==> config.mk <==
export PLATFORM = sky130hd
export DESIGN_NAME = gate_activation
export DESIGN_NICKNAME = d
export VERILOG_FILES = /design/src/rtl/gate_activation.sv
export SDC_FILE = /design/constraint.sdc
export NUM_CORES = 1
export LEC_CHECK = 0
export BUFFER_PORTS_ARGS = -buffer_cell sky130_fd_sc_hd__buf_2
export CORE_AREA = 2 2 305 247
export CTS_CLUSTER_SIZE = 16
export DETAILED_ROUTE_END_ITERATION = 12
export DIE_AREA = 0 0 307 249
export GPL_TIMING_DRIVEN = 0
export SYNTH_ARGS = -nofsm -noshare
export SYNTH_HDL_FRONTEND = slang
export SYNTH_SLANG_ARGS = --single-unit
==> constraint.sdc <==
create_clock -name clock -period 6.2 [get_ports clock]
set_input_delay 0.31 -clock clock [delete_from_list [all_inputs] [get_ports clock]]
set_output_delay 0.31 -clock clock [all_outputs]
set_load 0.02 [all_outputs]
==> src/rtl/gate_activation.sv <==
// Serial PLAN sigmoid/tanh stage for an LSTM gate: latches a packed pre-activation
// vector and writes one activated element per cycle through a 2-stage pipeline.
module gate_activation #(
  parameter int HIDDEN_SZ = 16,
  parameter int QN        = 6,
  parameter int QM        = 11,
  localparam int BITWIDTH       = QN + QM + 1,
  localparam int LAYER_BITWIDTH = BITWIDTH * HIDDEN_SZ
) (
  input  logic                      clock,
  input  logic                      reset,
  input  logic                      beginAct,
  input  logic                      mode,
  input  logic [LAYER_BITWIDTH-1:0] gateOutput,
  output logic                      busy,
  output logic                      dataReady_act,
  output logic [LAYER_BITWIDTH-1:0] actOutput
);

  localparam int IDX_W = (HIDDEN_SZ > 1) ? $clog2(HIDDEN_SZ) : 1;
  localparam int SW    = QM + 1;  // segment value spans [0, ONE]
  localparam int ONE   = 1 << QM;

  localparam logic [IDX_W-1:0]      LAST_IDX = IDX_W'(HIDDEN_SZ - 1);
  localparam logic [BITWIDTH:0]     SAT_MAG  = {2'b00, {(BITWIDTH-1){1'b1}}};
  localparam logic [BITWIDTH-2:0]   A_SAT    = (BITWIDTH-1)'(5 * ONE);
  localparam logic [BITWIDTH-2:0]   A_HI     = (BITWIDTH-1)'(19 * ONE / 8);
  localparam logic [BITWIDTH-2:0]   A_MID    = (BITWIDTH-1)'(ONE);
  localparam logic [SW-1:0]         ONE_S    = SW'(ONE);
  localparam logic [SW-1:0]         OFF_HI   = SW'(27 * ONE / 32);
  localparam logic [SW-1:0]         OFF_MID  = SW'(5 * ONE / 8);
  localparam logic [SW-1:0]         OFF_LO   = SW'(ONE / 2);
  localparam logic signed [BITWIDTH-1:0] ONE_W = BITWIDTH'(ONE);

  typedef enum logic [1:0] {IDLE, RUN, DRAIN, DONE} state_t;

  state_t                    state_q;
  logic                      busy_q, rdy_q, mode_q;
  logic [LAYER_BITWIDTH-1:0] vec_q, act_q;
  logic [IDX_W-1:0]          idx_q, idx1_q;
  logic                      v1_q, neg1_q;
  logic [SW-1:0]             s1_q;

  logic signed [BITWIDTH-1:0] x;
  logic signed [BITWIDTH:0]   xs;
  logic [BITWIDTH:0]          mag;
  logic [BITWIDTH-2:0]        a;
  logic [SW-1:0]              s_d;
  logic                       neg_d;
  logic signed [BITWIDTH-1:0] sx, t, y_d;

  // Stage 1: magnitude (doubled for tanh), saturation and segment lookup.
  // NOTE: every always_comb output gets a default first so no path can infer a latch.
  always_comb begin
    x     = vec_q[idx_q*BITWIDTH +: BITWIDTH];
    neg_d = x[BITWIDTH-1];
    xs    = mode_q ? {x, 1'b0} : {x[BITWIDTH-1], x};
    mag   = xs[BITWIDTH] ? (~xs + 1'b1) : xs;
    a     = (mag > SAT_MAG) ? SAT_MAG[BITWIDTH-2:0] : mag[BITWIDTH-2:0];
    s_d   = OFF_LO;
    if (a >= A_SAT)      s_d = ONE_S;
    else if (a >= A_HI)  s_d = SW'(a >> 5) + OFF_HI;
    else if (a >= A_MID) s_d = SW'(a >> 3) + OFF_MID;
    else                 s_d = SW'(a >> 2) + OFF_LO;
  end

  // Stage 2: sign fold; results are always in range, so no output clamp.
  always_comb begin
    sx  = BITWIDTH'(s1_q);
    t   = (sx <<< 1) - ONE_W;
    y_d = sx;
    if (mode_q) y_d = neg1_q ? -t : t;
    else        y_d = neg1_q ? (ONE_W - sx) : sx;
  end

  // NOTE: all sequential state uses non-blocking assignments so every register
  // samples pre-edge values regardless of statement order.
  always_ff @(posedge clock) begin
    if (reset) begin
      state_q <= IDLE;
      busy_q  <= 1'b0;
      rdy_q   <= 1'b0;
      mode_q  <= 1'b0;
      vec_q   <= '0;
      act_q   <= '0;
      idx_q   <= '0;
      idx1_q  <= '0;
      v1_q    <= 1'b0;
      neg1_q  <= 1'b0;
      s1_q    <= '0;
    end else begin
      rdy_q <= 1'b0;
      v1_q  <= 1'b0;
      if (v1_q) act_q[idx1_q*BITWIDTH +: BITWIDTH] <= y_d;
      case (state_q)
        IDLE: begin
          if (beginAct) begin
            vec_q   <= gateOutput;
            mode_q  <= mode;
            idx_q   <= '0;
            busy_q  <= 1'b1;
            state_q <= RUN;
          end
        end
        RUN: begin
          s1_q   <= s_d;
          neg1_q <= neg_d;
          idx1_q <= idx_q;
          v1_q   <= 1'b1;
          idx_q  <= idx_q + IDX_W'(1);
          if (idx_q == LAST_IDX) state_q <= DRAIN;
        end
        DRAIN: begin
          busy_q  <= 1'b0;
          rdy_q   <= 1'b1;
          state_q <= DONE;
        end
        DONE: state_q <= IDLE;
        default: state_q <= IDLE;
      endcase
    end
  end

  assign busy          = busy_q;
  assign dataReady_act = rdy_q;
  assign actOutput     = act_q;

endmodule

==> results.toml, run 1 <==
[clocking]
numCtsBuffers = 66
htreeDepth = 3
cts.path.max_buffers = 3
cts_root_buffer = "clkbuf_16"
insertion_delay_ns = 0.66
clkTransAtPathRegs_ns = 0.06
cts_tree = "built"
clkSinkCount = 603

[floorplan]
die_w_um = 307
dieHeight_um = 249
coreArea_um2 = 73300
start_util_pct = 39.6
placement_rows = 89
ioPinCount = 582
dieArea_um2 = 76400

[routing]
drc = 0
drt-total-wl_um = 146000
dr.first_iter.drc_count = 4063
dr.pass1.iters = 6
via_count = 33600
wl_per_cell_um = 25.9
ant_nets = 0
routed_via_density = 5.95

[yosys]
synth_area_um2 = 29000
ys.flop_type = "dfxtp_1"
ys_ff_latch = 603
synth-warning-count = 0
synthArstFlopShare_pct = 0
synth_area_per_cell_um2 = 7.88
syn_nets = 4001
ys_types = 85
seq_area_frac_synth_pct = 41.6
yosys-top-cells-area = "dfxtp_1 (42%), nand2_1 (10%), a21oi_1 (8.4%)"
synth_cells = 3686
synth_area_leader_cell = "dfxtp_1"
yosysMostFrequentCell = "nand2_1"
synth_top_area_share_pct = 41.6
synth_edf_count = 0
synth_commonest_cells = "nand2_1 (811), dfxtp_1 (603), a21oi_1 (486)"

[placement]
gp_congestion = 1.04
hpwlAfterDp_um = 109000
dpl_worst_slack_ns = -1.01
port_buffers = 580

[sta]
grt_setup_unrepaired = "no"
fmax_mhz = 165
hold_violations = 0
slew_violations = 0
finalSetupViolations = 0
fin_skew_ns = 0.0441
setup_tns_ns = 0
relSlewSlack_pct = 0.593
fin_hold_ws_ns = 0.347
worst_pin_slew_ns = 1.48
fin_crit_sh_pct = 97.8
fin_crit_ns = 6.06
worst_slack_ns = 0.139

[worst_setup_path]
cp.required_ns = 6.71
critPathMaxFanout = 10
end_kind = "flip-flop"
worstPathArrival_ns = 6.57
critPathKind = "flip-flop to flip-flop"
cp-start-kind = "flip-flop"

[grt]
grt_pass1_vias = 31200
antenna_found_initial = 13
grt_max_degree = 20
overflow = 0
grt.total_usage_pct = 36.7
grt_pass1_wl_um = 209000

[cells_and_area]
syn2layout_area_growth_pct = 32.9
nets = 4941
drive_gt1_share_pct = 18.0
postLayoutCoreUtil_pct = 52.7

[power_and_ir_drop]
ir_drop_uv = 213
power_density_nw_per_um2 = 359
leakage_nw = 14.8

[job]
drv_cap = 2

[status]
status = "finished, violations left"
violations = "capacitance limit"

[worst_hold_path]
hold_class = "input pin to flip-flop"
-- area by class of cell --
type / instances / area (um^2)
Fill cell: 6992 / 34700
Multi-Input combinational cell: 2778 / 15800
Sequential cell: 603 / 12100
Timing Repair Buffer: 874 / 5840
Clock buffer: 95 / 1880
Buffer: 277 / 1210
Tap cell: 955 / 1190
Clock inverter: 24 / 450
Inverter: 26 / 97.6
Antenna cell: 8 / 20.0
-- through the flow --
step / instances / instance area, um^2 / power [mW]
floorplan: 3686 / 29000 / 7.64
global placement: 5221 / 33100 / 9.22
detailed placement: 5222 / 33200 / 9.24
CTS: 5629 / 38400 / 13.6
global route: 5637 / 38600 / 14.4
finish: 5640 / 38600 / 13.9
-- report_power, final --
part           internal [mW]  leakage (nW)  switching [mW]
Combinational           1.69          8.77            3.37
Sequential              4.29          4.90           0.267
Clock                   2.45          1.12            1.80
Total                   8.43          14.8            5.44
-- what timing repair did --
item,CTS,global route
hold buffers,289,0
setup buffers,1,2
gates resized for setup,16,29
pin swaps,1,2
setup endpoints to repair,13,59
hold endpoints to repair,289,0
-- metal layers --
metal | wire length (um) | track usage (%)
met2 | 59000 | 51.2
met3 | 17300 | 10.1
met1 | 63100 | 52.7
met4 | 6540 | 15.1
met5 | 61 | 0
-- worst paths after layout --
check / startpoint / to / slack [ns] / depth (start not counted)
max: idx_q[1] / s1_q[0] / 0.14 / 21
min: beginAct / idx_q[1] / 0.35 / 4
max reg2reg: idx_q[1] / s1_q[0] / 0.14 / 21
min reg2reg: vec_q[165] / vec_q[165] / 0.45 / 2
-- flip-flops by register name, indices dropped and copies added (netlist names) --
register / flops
idx1_q: 4
neg1_q: 1
vec_q: 288
mode_q: 1
s1_q: 12
state_q: 2
v1_q: 1
busy: 1
actOutput: 288
idx_q: 4
dataReady_act: 1
-- cells in the final DEF, fill, tap and decap left out, drive strengths merged, types with 9 or more instances in the layout --
cell type    synthesis  layout
clkbuf             242     339
xor2                13      13
nand3               63      63
dlygate4sd3          0     289
nand4               23      23
nor2               425     425
ha                  23      23
nor3               118     118
inv                 23      28
nand2b              12      12
a211oi             106     106
mux4                59      59
clkinv               3      14
a22oi               37      37
a22o                19      19
mux2i              100     100
o22ai               44      44
xnor2               21      21
mux2                21      21
a221oi              11      11
a21oi              486     486
o21ai              141     141
buf                 37     617
nand2              811     811
and2                18      18
nor4                10      10
a31oi               10      10
dfxtp              603     603
o22a                17      17
or2                 16      16
o221a               14      14
or3                 15      15
o32ai                9       9
-- critical path, stage by stage, from the launching register on --
cell and delay (ns):
dfxtp_1 0.37, buf_6 0.21, buf_12 0.18, buf_12 0.16, buf_4 0.29, buf_4 0.36
mux4_2 0.63, mux2i_4 0.32, o221ai_1 0.30, or3_1 0.38, o311a_1 0.42, buf_6 0.17
nor2_2 0.29, inv_1 0.13, ha_1 0.19, inv_1 0.06, or3_1 0.14, nor4_4 0.06
buf_4 0.19, or4b_1 0.50, a211o_1 0.31, a32o_1 0.24
-- cell families after synthesis --
family / synth area share, %
AND/OR/NAND/NOR: 22.1
flip-flops: 41.6
adder cells (fa/ha/maj): 0.991
buffers and inverters: 4.36
XOR/XNOR: 1.03
multiplexers: 9.03
AO/OA/AOI/OAI: 21.0
Note: power is estimated with default switching activity, not from simulation.
==> run 2, diff against run 1 <==
--- a/config.mk
+++ b/config.mk
@@ -6,11 +6,14 @@
 export NUM_CORES = 1
 export LEC_CHECK = 0
 export BUFFER_PORTS_ARGS = -buffer_cell sky130_fd_sc_hd__buf_2
+export CELL_PAD_IN_SITES_DETAIL_PLACEMENT = 0
+export CELL_PAD_IN_SITES_GLOBAL_PLACEMENT = 1
 export CORE_AREA = 2 2 305 247
 export CTS_CLUSTER_SIZE = 16
 export DETAILED_ROUTE_END_ITERATION = 12
 export DIE_AREA = 0 0 307 249
 export GPL_TIMING_DRIVEN = 0
+export PLACE_DENSITY_LB_ADDON = 0.1
 export SYNTH_ARGS = -nofsm -noshare
 export SYNTH_HDL_FRONTEND = slang
 export SYNTH_SLANG_ARGS = --single-unit
==> results.toml, run 2 (same netlist as run 1, synthesis figures left out) <==
[floorplan]
ioPinCount = 582
start_util_pct = 39.6
dieArea_um2 = 76400
dieHeight_um = 249
coreArea_um2 = 73300
die_w_um = 307
placement_rows = 89

[sta]
fmax_mhz = 164
finalSetupViolations = 0
worst_pin_slew_ns = 1.66
grt_setup_unrepaired = "no"
fin_crit_sh_pct = 98.3
fin_hold_ws_ns = 0.416
hold_violations = 0
setup_tns_ns = 0
fin_crit_ns = 6.10
relSlewSlack_pct = -11.8
slew_violations = 6
fin_skew_ns = 0.0529
worst_slack_ns = 0.105

[routing]
drc = 0
via_count = 32800
dr.first_iter.drc_count = 3609
routed_via_density = 5.83
dr.pass1.iters = 6
wl_per_cell_um = 25.9
ant_nets = 0
drt-total-wl_um = 146000

[worst_setup_path]
worstPathArrival_ns = 6.67
critPathMaxFanout = 19
reg2reg_setup_slack_ns = 0.10
critPathKind = "flip-flop to flip-flop"
cp.required_ns = 6.77
end_kind = "flip-flop"
reg2regPathDepth = 21
cp-start-kind = "flip-flop"

[clocking]
htreeDepth = 2
cts_root_buffer = "clkbuf_16"
numCtsBuffers = 61
insertion_delay_ns = 0.68
clkTransAtPathRegs_ns = 0.07
clkSinkCount = 603
cts.path.max_buffers = 3
cts_tree = "built"

[grt]
overflow = 0
grt.total_usage_pct = 36.6
grt_max_degree = 20
antenna_found_initial = 4
grt_pass1_wl_um = 207000
grt_pass1_vias = 30800

[cells_and_area]
syn2layout_area_growth_pct = 32.1
postLayoutCoreUtil_pct = 52.4
nets = 4935
final_area_um2 = 38400
final_common_cell = "nand2_1"
layoutNonFillerInstCount = 5628
most-common-layout-cells = "nand2_1 (811), dfxtp_1 (603), buf_2 (586), a21oi_1 (484), nor2_1 (423)"
drive_gt1_share_pct = 18.0

[placement]
gp_congestion = 1.03
placed_area_um2 = 33100
hpwlAfterDp_um = 110000
placed_cells = 5221
dpl_worst_slack_ns = -0.999
port_buffers = 580

[worst_hold_path]
hold_path_depth = 4
hold_class = "input pin to flip-flop"

[power_and_ir_drop]
power_density_nw_per_um2 = 355
switchingPower_mw = 5.35
leakage_nw = 14.7
pwr-share-comb_pct = 37.0
p_seq_share_pct = 33.4
intPower_mw = 8.25
ir_drop_uv = 286
power_frac_clock_pct = 29.5
netSwitchingFraction_pct = 39.3
total_power_mw = 13.6

[status]
status = "finished, violations left"
violations = "capacitance limit, slew limit"

[job]
drv_cap = 1
## run 2: changes by cell type in the layout (fill, tap and decap cells not counted), moves of 2 or more
cell,change
diode_2,-7
inv_6,-2
mux2i_1,+2
clkinv_16,-3
clkbuf_1,-6
clkbuf_16,-4
clkinv_2,+9
clkinvlp_4,+4
## run 2: cell type report
cell class	instances	area, um^2
Multi-Input combinational cell	2778	15800
Clock buffer	84	1740
Antenna cell	1	2.50
Clock inverter	31	404
Tap cell	955	1190
Inverter	26	97.6
Fill cell	7223	34900
Timing Repair Buffer	874	5830
Buffer	276	1200
Sequential cell	603	12100
## run 2: critical path: stages (launching register included)
cell and delay, ns:
dfxtp_1 0.34, buf_4 0.24, buf_8 0.27, buf_6 0.24
buf_4 0.28, buf_4 0.28, mux2i_1 0.63, a22oi_1 0.32
a41o_1 0.34, or3_1 0.35, o311a_1 0.35, buf_6 0.17
nor2_2 0.30, inv_1 0.14, ha_1 0.20, inv_1 0.05
or3_1 0.14, nor4_4 0.06, buf_4 0.19, or4b_1 0.50
a211o_1 0.30, a32o_1 0.25
## run 2: routing by layer
layer | GRT usage [%] | part of all wire (%) | up-vias
met1 | 53.3 | 45 | 16000
li1 | - | - | 14900
met5 | 0 | 0.016 | -
met2 | 53.1 | 42 | 1694
met4 | 11.2 | 3.1 | 6
met3 | 8.58 | 10 | 243
## run 2: final timing paths
path	endpoint	from
min reg2reg	vec_q[36]	vec_q[36]
min	vec_q[134]	gateOutput[134]
max reg2reg	s1_q[0]	idx_q[0]
max	s1_q[0]	idx_q[0]
## run 2: power groups by stage
stage          registers (mW)  logic [mW]  clock network [mW]
3_3_place_gp             4.62        4.66                   0
3_5_place_dp             4.62        4.65                   0
2_1_floorplan            4.57        3.07                   0
6_report                 4.55        5.04                4.02
5_1_grt                  4.59        5.38                4.19
4_1_cts                  4.54        4.83                4.05
## run 2: repair_timing
action / in CTS / in global routing
pin swaps: 1 / 1
hold buffers: 289 / 0
gates resized for setup: 12 / 26
endpoints found under the hold margin: 289 / 0
buffers inserted: 1 / 2
endpoints found under the setup margin: 16 / 180
